`src/rtl/sweep2ram.sv`:
```
// sweep2ram: writes one radar sweep of FIFO range bins into a frame-RAM row,
// decimating bins to pixels (first-sample or max-hold) with optional zero-filled row tail.
`default_nettype none

module sweep2ram #(
    parameter int DATA_W  = 3,
    parameter int BINS    = 512,
    parameter int DECIM   = 1,
    parameter int WIDTH   = 640,
    parameter int HEIGHT  = 480,
    parameter int ANGLE_W = 12,
    parameter int ADDR_W  = $clog2(WIDTH*HEIGHT)
) (
    input  logic               clk,
    input  logic               rst_n,
    input  logic               sweep_start,
    input  logic [ANGLE_W-1:0] angle,
    input  logic [1:0]         mode,
    input  logic               err_clr,
    input  logic [DATA_W-1:0]  fifo_q,
    input  logic               fifo_empty,
    output logic               fifo_rdreq,
    output logic [ADDR_W-1:0]  ram_addr,
    output logic [DATA_W-1:0]  ram_wdata,
    output logic               ram_we,
    input  logic               ram_ready,
    output logic               busy,
    output logic               sweep_done,
    output logic               overrun
);

    localparam int PIX = BINS / DECIM;
    localparam int BW  = $clog2(BINS + 1);
    localparam int GW  = (DECIM > 1) ? $clog2(DECIM) : 1;
    localparam int CW  = $clog2(WIDTH + 1);
    localparam int HW  = $clog2(HEIGHT + 1);
    localparam int PW  = ANGLE_W + HW;

    generate
        if (PIX > WIDTH) begin : g_width_check
            $error("sweep2ram: BINS/DECIM exceeds WIDTH");
        end
        if (DECIM < 1 || DECIM > 8 || (DECIM & (DECIM - 1)) != 0) begin : g_decim_check
            $error("sweep2ram: DECIM must be a power of two in 1..8");
        end
    endgenerate

    typedef enum logic [2:0] {
        S_IDLE  = 3'd0,
        S_LATCH = 3'd1,
        S_READ  = 3'd2,
        S_CAPT  = 3'd3,
        S_WRITE = 3'd4,
        S_FILL  = 3'd5,
        S_DONE  = 3'd6
    } state_t;

    state_t              state_q;
    logic [ANGLE_W-1:0]  angle_q;
    logic [1:0]          mode_q;
    logic [ADDR_W-1:0]   base_q;
    logic [BW-1:0]       bin_q;
    logic [GW-1:0]       grp_q;
    logic [CW-1:0]       col_q;
    logic [DATA_W-1:0]   acc_q;
    logic [ADDR_W-1:0]   ram_addr_q;
    logic [DATA_W-1:0]   ram_wdata_q;
    logic                ram_we_q;
    logic                busy_q;
    logic                done_q;
    logic                overrun_q;

    logic [PW-1:0]       row_prod_d;
    logic [ADDR_W-1:0]   row_d;
    logic [ADDR_W-1:0]   base_d;
    logic [DATA_W-1:0]   acc_d;
    logic [CW-1:0]       col_inc_d;
    logic                grp_last_d;
    logic                bins_left_d;

    // Full-precision product keeps row strictly below HEIGHT for every angle.
    assign row_prod_d  = PW'(angle_q) * PW'(HEIGHT);
    assign row_d       = ADDR_W'(row_prod_d >> ANGLE_W);
    assign base_d      = row_d * ADDR_W'(WIDTH);
    assign col_inc_d   = col_q + CW'(1);
    assign grp_last_d  = (grp_q == GW'(DECIM - 1));
    assign bins_left_d = (bin_q != BW'(BINS));

    always_comb begin
        acc_d = acc_q;
        if (grp_q == '0) begin
            acc_d = fifo_q;
        end else if (mode_q[0] && (fifo_q > acc_q)) begin
            acc_d = fifo_q;
        end
    end

    // Read request depends on the live empty flag so no read is ever issued while empty.
    assign fifo_rdreq = (state_q == S_READ) && !fifo_empty;
    assign ram_addr   = ram_addr_q;
    assign ram_wdata  = ram_wdata_q;
    assign ram_we     = ram_we_q;
    assign busy       = busy_q;
    assign sweep_done = done_q;
    assign overrun    = overrun_q;

    always_ff @(posedge clk or negedge rst_n) begin
        if (!rst_n) begin
            state_q     <= S_IDLE;
            angle_q     <= '0;
            mode_q      <= '0;
            base_q      <= '0;
            bin_q       <= '0;
            grp_q       <= '0;
            col_q       <= '0;
            acc_q       <= '0;
            ram_addr_q  <= '0;
            ram_wdata_q <= '0;
            ram_we_q    <= 1'b0;
            busy_q      <= 1'b0;
            done_q      <= 1'b0;
            overrun_q   <= 1'b0;
        end else begin
            if (sweep_start && busy_q) begin
                overrun_q <= 1'b1;
            end else if (err_clr) begin
                overrun_q <= 1'b0;
            end
            done_q <= 1'b0;

            case (state_q)
                S_IDLE: begin
                    if (sweep_start) begin
                        angle_q <= angle;
                        mode_q  <= mode;
                        busy_q  <= 1'b1;
                        state_q <= S_LATCH;
                    end
                end
                S_LATCH: begin
                    base_q  <= base_d;
                    bin_q   <= '0;
                    grp_q   <= '0;
                    col_q   <= '0;
                    state_q <= S_READ;
                end
                S_READ: begin
                    if (!fifo_empty) begin
                        state_q <= S_CAPT;
                    end
                end
                S_CAPT: begin
                    acc_q <= acc_d;
                    bin_q <= bin_q + 1'b1;
                    if (grp_last_d) begin
                        grp_q       <= '0;
                        ram_we_q    <= 1'b1;
                        ram_wdata_q <= acc_d;
                        ram_addr_q  <= base_q + ADDR_W'(col_q);
                        state_q     <= S_WRITE;
                    end else begin
                        grp_q   <= grp_q + 1'b1;
                        state_q <= S_READ;
                    end
                end
                S_WRITE: begin
                    if (ram_ready) begin
                        col_q <= col_inc_d;
                        if (bins_left_d) begin
                            ram_we_q <= 1'b0;
                            state_q  <= S_READ;
                        end else if (mode_q[1] && (col_inc_d < CW'(WIDTH))) begin
                            ram_wdata_q <= '0;
                            ram_addr_q  <= ram_addr_q + 1'b1;
                            state_q     <= S_FILL;
                        end else begin
                            ram_we_q <= 1'b0;
                            busy_q   <= 1'b0;
                            done_q   <= 1'b1;
                            state_q  <= S_DONE;
                        end
                    end
                end
                S_FILL: begin
                    if (ram_ready) begin
                        col_q <= col_inc_d;
                        if (col_inc_d == CW'(WIDTH)) begin
                            ram_we_q <= 1'b0;
                            busy_q   <= 1'b0;
                            done_q   <= 1'b1;
                            state_q  <= S_DONE;
                        end else begin
                            ram_addr_q <= ram_addr_q + 1'b1;
                        end
                    end
                end
                S_DONE: begin
                    state_q <= S_IDLE;
                end
                default: begin
                    state_q <= S_IDLE;
                end
            endcase
        end
    end

endmodule

`default_nettype wire

```
`config.mk`:
```
export PLATFORM = sky130hd
export DESIGN_NAME = sweep2ram
export DESIGN_NICKNAME = d
export VERILOG_FILES = /design/src/rtl/sweep2ram.sv
export SDC_FILE = /design/constraint.sdc
export NUM_CORES = 1
export LEC_CHECK = 0
export CAP_MARGIN = 10
export CORE_MARGIN = 2
export CORE_UTILIZATION = 55
export DETAILED_ROUTE_END_ITERATION = 7
export GPL_TIMING_DRIVEN = 1
export PLACE_DENSITY_LB_ADDON = 0.08
export SLEW_MARGIN = 10
export SYNTH_ARGS = -nofsm -noshare
export SYNTH_HDL_FRONTEND = slang
export SYNTH_SLANG_ARGS = --single-unit
```
`constraint.sdc`:
```
create_clock -name clk -period 8.2 [get_ports clk]
set_clock_uncertainty 0.15 [all_clocks]
set_input_delay 0.82 -clock clk [delete_from_list [all_inputs] [get_ports clk]]
set_output_delay 0.82 -clock clk [all_outputs]
set_load 0.05 [all_outputs]
```
; After elaboration in Yosys (flattened, before gate mapping)
; Index checks and enable logic that the tools add are counted.
; Widths: inputs -> output; s select.
[totals]
romBits = 0
elab_cells = 109
ramBits = 0
register_bits = 79
mem_count = 0
latchBits = 0
[classes]
shifts = 0
n_mul = 2
bitwise_logic = 0
n_eq_ne = 19
div_mod_pow = 0
order_cmp = 2
reduce_logical = 20
n_mux = 47
n_addsub = 5
[op_table]
columns = operator, n
row1 = $mux 19, 6
row2 = $pmux 19 s3, 1
row3 = $pmux 10 s2, 2
row4 = $mux 3, 13
row5 = $add 10x1->10 const B, 2
row6 = $ne 2x2->1 const B, 10
row7 = $add 19x1->19 const B, 1
row8 = $add 19x10->19, 1
row9 = $pmux 3 s6, 1
row10 = $mux 1, 17
row11 = $mul 12x4->16 const B, 1
row12 = $reduce_and 7->1, 2
row13 = $mul 9x3->12 const B, 1
row14 = $eq 10x10->1 const B, 1
row15 = $lt 10x10->1 const B, 1
row16 = $mux 10, 1
row17 = $ne 10x10->1 const B, 1
row18 = $reduce_and 5->1, 2
row19 = $reduce_bool 2->1, 4
row20 = $eq 3x2->1 const B, 2
row21 = $eq 3x3->1 const B, 2
row22 = $pmux 1 s3, 2
row23 = $pmux 3 s2, 1
row24 = $reduce_and 6->1, 1
row25 = 13 further kinds, 19

; Longest topological paths before layout
; Gate-level depths: netlist of the first run.
[depth]
word_depth = 7
mapped_depth = 20
ltp_nobuf = 20

; Worst setup path after synthesis of the first run
; Ideal clock, no wire load.
[synth_path]
path_type = register to register
start = register angle_q[3]
end = register base_q[16]
setup_slack_ps = 3496
synth_period_minus_slack_ps = 4704
t_arrival_ps = 4425
path_stages_with_launch = 19
t_required_ps = 7920
cell_sequence = dfrtp_1 -> inv_1 -> fa_1 -> fa_1 -> inv_1 -> ha_1 -> a211oi_1 -> nor2_1 -> o311ai_0 -> nand2_1 -> xnor2_1 -> xnor2_1 -> fa_1 -> a21o_1 -> a21oi_1 -> o21bai_1 -> a21oi_1 -> xor2_1 -> o21ai_0
[synth_via]
elab_chain_cells = 2
[synth_lines]
columns = item, line
row1 = start: declaration, 59  ; logic [ANGLE_W-1:0] angle_q;
row2 = start signal: assignment, 134  ; angle_q <= angle;
row3 = $mul 12x4->16, 82  ; assign row_prod_d = PW'(angle_q) * PW'(HEIGHT);
row4 = $mul 9x3->12, 84  ; assign base_d = row_d * ADDR_W'(WIDTH);
row5 = end signal: assignment, 141  ; base_q <= base_d;
row6 = end: declaration, 61  ; logic [ADDR_W-1:0] base_q;
; Every way passes these cells.
; A chain may end at the register's enable or synchronous reset.

; Worst setup path in the final report of the first run
; Same ends and word-level chain as after synthesis.

==> summary.txt, run 1 <==
Outcome
  – Status: completed

Synth
  – Main combinational cell family by area after synthesis: simple AND/OR/NAND/NOR gates
  – Simple-Gate Fraction of Synth Area: 0.194
  – Synth unique cells: 56
  – Post-synth EDFFs: 0
  – Mux contribution to synthesized area: 0.0280
  – Xor and xnor fraction of the mapped netlist area: 0.0548
  – Seq cells post-synth: 74
  – Ys flop type: dfrtp_1
  – Syn_area_per_cell: 8.71 um2
  – Syn nets: 744
  – Register area share after synthesis: 0.321
  – Netlist Area Pre-Place: 5770 um2
  – Ys Warns: 0
  – Synth Area in Adders: 0.154
  – Cells after Synth: 663
  – Asr flop ratio synth: 1.00
  – Post-synthesis compound-gate area fraction: 0.194

Clock tree
  – Clock slew at reported path FFs: 0.09 ns
  – TritonCTS clock tree: built
  – Postcts setup bufs: 0
  – CTS Buf Count: 9
  – Worst-Skew Late Latency: 0.37 ns
  – Cts hold-fix bufs: 0
  – Clock Tree Buf Depth: 2
  – Sink Count: 74
  – CTS HTree Levels: 3
  – CTS root buf: clkbuf_8
  – Cts repair resizes: 0

Drt
  – Via count: 5024
  – DR DRC count: 0
  – Detailed Route WL: 13200 um
  – Via/cell ratio: 6.00
  – WL/cell: 15.7 um
  – Post-route ant nets: 0
  – 1st-iter DRT viols: 383
  – Drt pass-1 iters: 4

Layout
  – Commonest non-fill, non-tap cell in the layout: nand2_1
  – Layout cells sized above 1: 0.0499
  – Fill count: 914
  – Register area: 1850 um2
  – N_diodes: 0
  – Multi-input gate area: 3620 um2
  – Utilization after layout: 0.636
  – Synth-to-layout area growth: 13.2%
  – Commonest cells after routing, fill and taps aside: nand2_1 (78), dfrtp_1 (74), o21ai_0 (70)
  – Layout Nets: 777

Floorplan
  – I/O pin total: 50
  – Initial Util: 0.562
  – Die area: 11300 um2
  – Row count: 37
  – Die X: 106 um
  – CORE AREA: 10300 um2
  – Die H: 106 um

Min path
  – Hold/Removal Path Class: flop to flop

Placement
  – Buffers on Ports: 48
  – Routability congestion estimate: 0.893
  – Final HPWL DP: 9410 um

Timing
  – Slew headroom: 0.201
  – Worst Max-Slew Pin Slew: 1.19 ns
  – Fin crit period: 5.36 ns
  – Unrepaired setup endpoints after global routing: no
  – Hold Vio Cnt, Final: 0
  – Maximum clock frequency: 187 MHz
  – Final Max Slew Viols: 0
  – Total Neg Setup Slack: 0 ns
  – Period utilisation layout: 0.653
  – # setup viols final: 0

GRT
  – Number of global-route vias before repair: 4881
  – GRT Total Usage: 0.251
  – GR Overflow Total: 0
  – First-pass GRT wire length: 23100 um
  – Largest net degree at the start of global routing: 75
  – Initial antenna violation count: 0

Critical path
  – CP Max Fanout: 4
  – Crit path arrival time: 5.43 ns
  – Startpoint Class: flop
  – CP required: 8.28 ns
  – Critical Path End Type: flop
  – Crit Path Category: flop to flop

Flow run
  – Max_cap viols: 0
[path summary, 6_finish.rpt]
| check | startpoint | end | slack (ns) | depth (start not counted) |
|---|---|---|---|---|
| setup / recovery | angle_q[3]$_DFFE_PN0P_ | base_q[16]$_DFFE_PN0P_ | 2.84 | 18 |
| hold / removal | ram_we$_DFFE_PN0P_ | ram_we$_DFFE_PN0P_ | 0.34 | 1 |
| hold reg to reg | ram_we$_DFFE_PN0P_ | ram_we$_DFFE_PN0P_ | 0.34 | 1 |
| setup reg to reg | angle_q[3]$_DFFE_PN0P_ | base_q[16]$_DFFE_PN0P_ | 2.84 | 18 |
| min in group asynchronous | rst_n | ram_wdata[2]$_DFFE_PN0P_ | 0.44 | 1 |
| max in group asynchronous | rst_n | base_q[10]$_DFFE_PN0P_ | 6.81 | 1 |
[critical path, cell delays in order, from the launching register on]
cell	delay [ns]
dfrtp_1	0.41
inv_1	0.18
fa_1	0.48
fa_1	0.52
inv_1	0.04
ha_1	0.20
a211oi_1	0.39
nor2_1	0.11
o311ai_0	0.58
nand2_1	0.17
xnor2_1	0.39
xnor2_1	0.19
fa_1	0.48
a21o_1	0.17
a21oi_1	0.22
o21bai_1	0.12
a21oi_1	0.18
xor2_1	0.15
o21ai_0	0.09
[flip-flops by register name, summed over array words and instances (netlist names)]
register,cells
ram_wdata,3
ram_we,1
col_q,10
state_q,3
bin_q,10
mode_q,1
base_q,12
overrun,1
ram_addr,19
busy,1
sweep_done,1
angle_q,12
[synthesized netlist by cell type, drive strengths merged (2+ instances only)]
cell type  count  area share
nor4           9      0.0098
xnor2         14       0.021
inv           44       0.029
xnor3          2      0.0078
nand3         27       0.023
ha            36       0.078
or3            2      0.0022
and2           6      0.0065
a31o           2      0.0030
nor2          47       0.031
nor4b          2      0.0030
nor2b          5      0.0054
a211oi         6      0.0078
a311oi         4      0.0082
o211ai         6      0.0078
and4           2      0.0030
nor3          24       0.023
a21oi         31       0.027
nand2         78       0.051
o31ai          5      0.0065
o21ai         70       0.061
a2bb2oi        9       0.014
o311ai         3      0.0046
o21a           3      0.0039
o31a           3      0.0046
nand2b         5      0.0054
fa            22       0.076
a22o           9       0.014
dfrtp         74        0.32
xor2          17       0.026
a41oi          2      0.0030
nand4          8      0.0087
mux2           6       0.012
clkbuf        18       0.012
a31oi          9      0.0098
a21o           6      0.0078
o41ai          3      0.0046
nand3b         4      0.0052
buf           10       0.013
or4            2      0.0026
and3          12       0.013
mux2i          9       0.016
[layout make-up]
cell class | count | area share
clock buffers | 12 | 0.0253
clock inverters | 4 | 0.0111
inverters | 45 | 0.0258
multi-input cells | 516 | 0.553
flip-flops and latches | 74 | 0.283
well taps | 136 | 0.0260
repair buffers | 50 | 0.0754
[through the flow]
step	area [um2]	hold slack (ns)	std cells	worst slack (ns)
after global placement	6300	0.311	821	2.90
after detailed placement	6300	0.324	821	2.82
after CTS	6540	0.342	837	2.77
after global routing	6540	0.361	837	2.27
final	6540	0.338	837	2.84
after floorplan	5770	0.302	663	3.50
[metal layers]
metal	part of all wire	GRT usage
met4	0.015	0.0853
met5	0	0
met1	0.44	0.335
met2	0.50	0.425
met3	0.044	0.0307
[cell families (layout without fill, tap and decap cells)]
kind of cell             count (synthesis)  after routing
adder cells (fa/ha/maj)                 58             58
XOR/XNOR                                33             33
flip-flops                              74             74
AND/OR/NAND/NOR                        234            234
AO/OA/AOI/OAI                          176            176
buffers and inverters                   73            111
multiplexers                            15             15
Power of run 1 is left out: the tool's default activity adds up to more than one toggle a clock period on the data nets, which glitch-free logic cannot reach.
==> inputs of run 2 (changes only) <==
--- a/config.mk
+++ b/config.mk
@@ -7,7 +7,7 @@
 export LEC_CHECK = 0
 export CAP_MARGIN = 10
 export CORE_MARGIN = 2
-export CORE_UTILIZATION = 55
+export CORE_UTILIZATION = 53
 export DETAILED_ROUTE_END_ITERATION = 7
 export GPL_TIMING_DRIVEN = 1
 export PLACE_DENSITY_LB_ADDON = 0.08
==> constraint.sdc (replaced) <==
create_clock -name clk -period 4.6 [get_ports clk]
set_clock_uncertainty 0.15 [all_clocks]
set_input_delay 0.46 -clock clk [delete_from_list [all_inputs] [get_ports clk]]
set_output_delay 0.46 -clock clk [all_outputs]
set_load 0.05 [all_outputs]
==> run 2 against run 1 <==
Net effect: the run now ends with setup timing left; sequential share of layout area down 2.0 points; via count up 4.2%; critical path depth up 2; clock-buffer cell count up 1; sequential cell count unchanged; worst hold slack worse by 0.24 ns; register-to-register slack worse by 2.9 ns; largest cell class unchanged.
==> summary.txt, run 2 (synthesized netlist as in run 1, its figures left out) <==
Critical path
  – Crit Path Category: flop to flop
  – R2r setup slk: -0.07 ns (-2.91 ns)
  – Max incr delay on CP: 0.49 ns (-0.09 ns)
  – Startpoint Class: flop
  – Crit path launch: angle_q[2]$_DFFE_PN0P_
  – Crit path arrival time: 4.74 ns (-0.69 ns)
  – Critical Path End Type: flop
  – CP Max Fanout: 3 (-1)
  – RR Endpoint: base_q[18]$_DFFE_PN0P_
  – R2R depth: 20 (+2)
  – Critical R2R Launch: angle_q[2]$_DFFE_PN0P_
  – CP required: 4.68 ns (-3.60 ns)
  – Cell Chain, Critical Path: inv_2, fa_1, fa_1, inv_1, ha_2, o21ai_2, buf_4, o211ai_1, o2111ai_1, nand2_1, xor2_2, ha_4, ha_4, fa_2, a21o_1, a21oi_2, o21bai_2, buf_4, a211oi_2, o41ai_1
  – CP max-delay cell: fa_1

Timing
  – Worst hold slack: 0.0949 ns (-0.244 ns)
  – Period utilisation layout: 1.02 (+0.362)
  – # setup viols final: 3 (+3)
  – Final worst setup slack: -0.0693 ns (-2.91 ns)
  – Hold Vio Cnt, Final: 0 (unchanged)
  – Final Max Slew Viols: 0 (unchanged)
  – Slew headroom: 0.154 (-0.0470)
  – Fin crit period: 4.67 ns (-0.688 ns)
  – Maximum clock frequency: 214 MHz (+15%)
  – Unrepaired setup endpoints after global routing: yes
  – Worst Max-Slew Pin Slew: 1.26 ns (+0.0699 ns)

Drt
  – Via/cell ratio: 5.90 (-1.7%)
  – Post-route ant nets: 0 (unchanged)
  – DR DRC count: 0 (unchanged)
  – Detailed Route WL: 13900 um (+5.9%)
  – 1st-iter DRT viols: 486 (+27%)
  – Drt pass-1 iters: 7 (+3)
  – WL/cell: 15.7 um (about the same)
  – Via count: 5235 (+4.2%)

Outcome
  – Status: finished with violations
  – Failing checks: setup timing

GRT
  – Initial antenna violation count: 0 (unchanged)
  – Largest net degree at the start of global routing: 75 (unchanged)
  – GRT Total Usage: 0.249 (-0.00231)
  – GR Overflow Total: 0 (unchanged)
  – First-pass GRT wire length: 23700 um (+2.5%)
  – Number of global-route vias before repair: 5059 (+3.6%)

Clock tree
  – TritonCTS clock tree: built
  – CTS Buf Count: 9 (unchanged)
  – Sink Count: 74 (unchanged)
  – Clock Tree Buf Depth: 2 (unchanged)
  – CTS HTree Levels: 3 (unchanged)
  – Worst-Skew Late Latency: 0.37 ns (about the same)
  – CTS root buf: clkbuf_8
  – Clock slew at reported path FFs: 0.08 ns (about the same)

Floorplan
  – Die area: 11700 um2 (+3.6%)
  – CORE AREA: 10700 um2 (+4.6%)
  – Initial Util: 0.537 (-0.0245)
  – Row count: 38 (+2.7%)
  – Die X: 108 um (+1.8%)
  – Die H: 108 um (+1.8%)
  – I/O pin total: 50 (unchanged)

Placement
  – Post-DP Area: 6570 um2 (+4.3%)
  – Buffers on Ports: 48 (unchanged)
  – Final HPWL DP: 9780 um (+3.9%)
  – DP Worst Slack: -0.353 ns (-3.18 ns)
  – Routability congestion estimate: 0.843 (-5.6%)

Layout
  – Max FFs per register: 19 (unchanged)
  – N_diodes: 0 (unchanged)
  – Fin area: 7050 um2 (+7.8%)
  – Commonest cells after routing, fill and taps aside: nand2_1 (77), dfrtp_1 (74), o21ai_0 (65)
  – Layout Nets: 824 (+6.0%)
  – Synth-to-layout area growth: 22.0%
  – Utilization after layout: 0.656 (+0.0196)
  – Layout cells sized above 1: 0.158 (+0.108)
  – Commonest non-fill, non-tap cell in the layout: nand2_1

Flow run
  – Max_cap viols: 0 (unchanged)

Min path
  – Hold/Removal Path Class: input pin to async pin
run 2: cell types whose count changed in the layout (fill, tap and decap cells not counted), moves of 5 or more:
| cell | delta |
|---|---|
| a21oi_1 | -6 |
| a21oi_2 | +5 |
| buf_4 | +46 |
| ha_1 | -7 |
| ha_4 | +5 |
| inv_1 | -7 |
| inv_2 | +7 |
| o21ai_0 | -5 |
run 2: cell type report:
| class | instances | area [um2] |
|---|---|---|
| fill | 902 | 3700 |
| clock buffer | 13 | 149 |
| clock inverter | 2 | 13.8 |
| inverter | 45 | 169 |
| multi-input combinational | 516 | 3840 |
| tap | 140 | 175 |
| timing repair buffer | 97 | 850 |
| sequential | 74 | 1850 |
run 2: worst max-delay path by stage:
stage	end	cells after the start	slack, ns
detailed placement	base_q[16]$_DFFE_PN0P_	20	-0.35
global route	base_q[16]$_DFFE_PN0P_	20	-0.35
CTS	base_q[18]$_DFFE_PN0P_	18	-0.1
global placement	base_q[16]$_DFFE_PN0P_	20	-0.18
finish	base_q[18]$_DFFE_PN0P_	20	-0.07
floorplan	base_q[16]$_DFFE_PN0P_	20	0.009
run 2: stage by stage:
step           TNS (ns)  cells
2_1_floorplan         0    663
3_3_place_gp     -0.305    859
3_5_place_dp      -1.26    859
4_1_cts          -0.226    879
5_1_grt           -1.35    887
6_report         -0.140    887
run 2: repair_timing:
item	in CTS	in global routing
pin swaps	16	30
cloned	0	0
endpoints found under the setup margin	6	6
buffers inserted	6	8
hold buffers	0	0
resized for setup	17	31
run 2: critical path, delay by kind of cell, from the launching register on:
family | cells | cell delay [ns]
flip-flops | 1 | 0.41
XOR/XNOR | 1 | 0.21
adder cells (fa/ha/maj) | 6 | 2.02
buffers and inverters | 4 | 0.39
AND/OR/NAND/NOR | 1 | 0.14
AO/OA/AOI/OAI | 8 | 1.22
run 2: metal layers:
| layer | vias up | global-route usage | routed length (um) |
|---|---|---|---|
| li1 | 2522 | - | - |
| met1 | 2569 | 0.352 | 6600 |
| met2 | 126 | 0.394 | 6570 |
| met3 | 18 | 0.0392 | 568 |
| met4 | 0 | 0.0788 | 211 |
| met5 | - | 0 | 0 |
Power of run 2 is left out for the same reason.
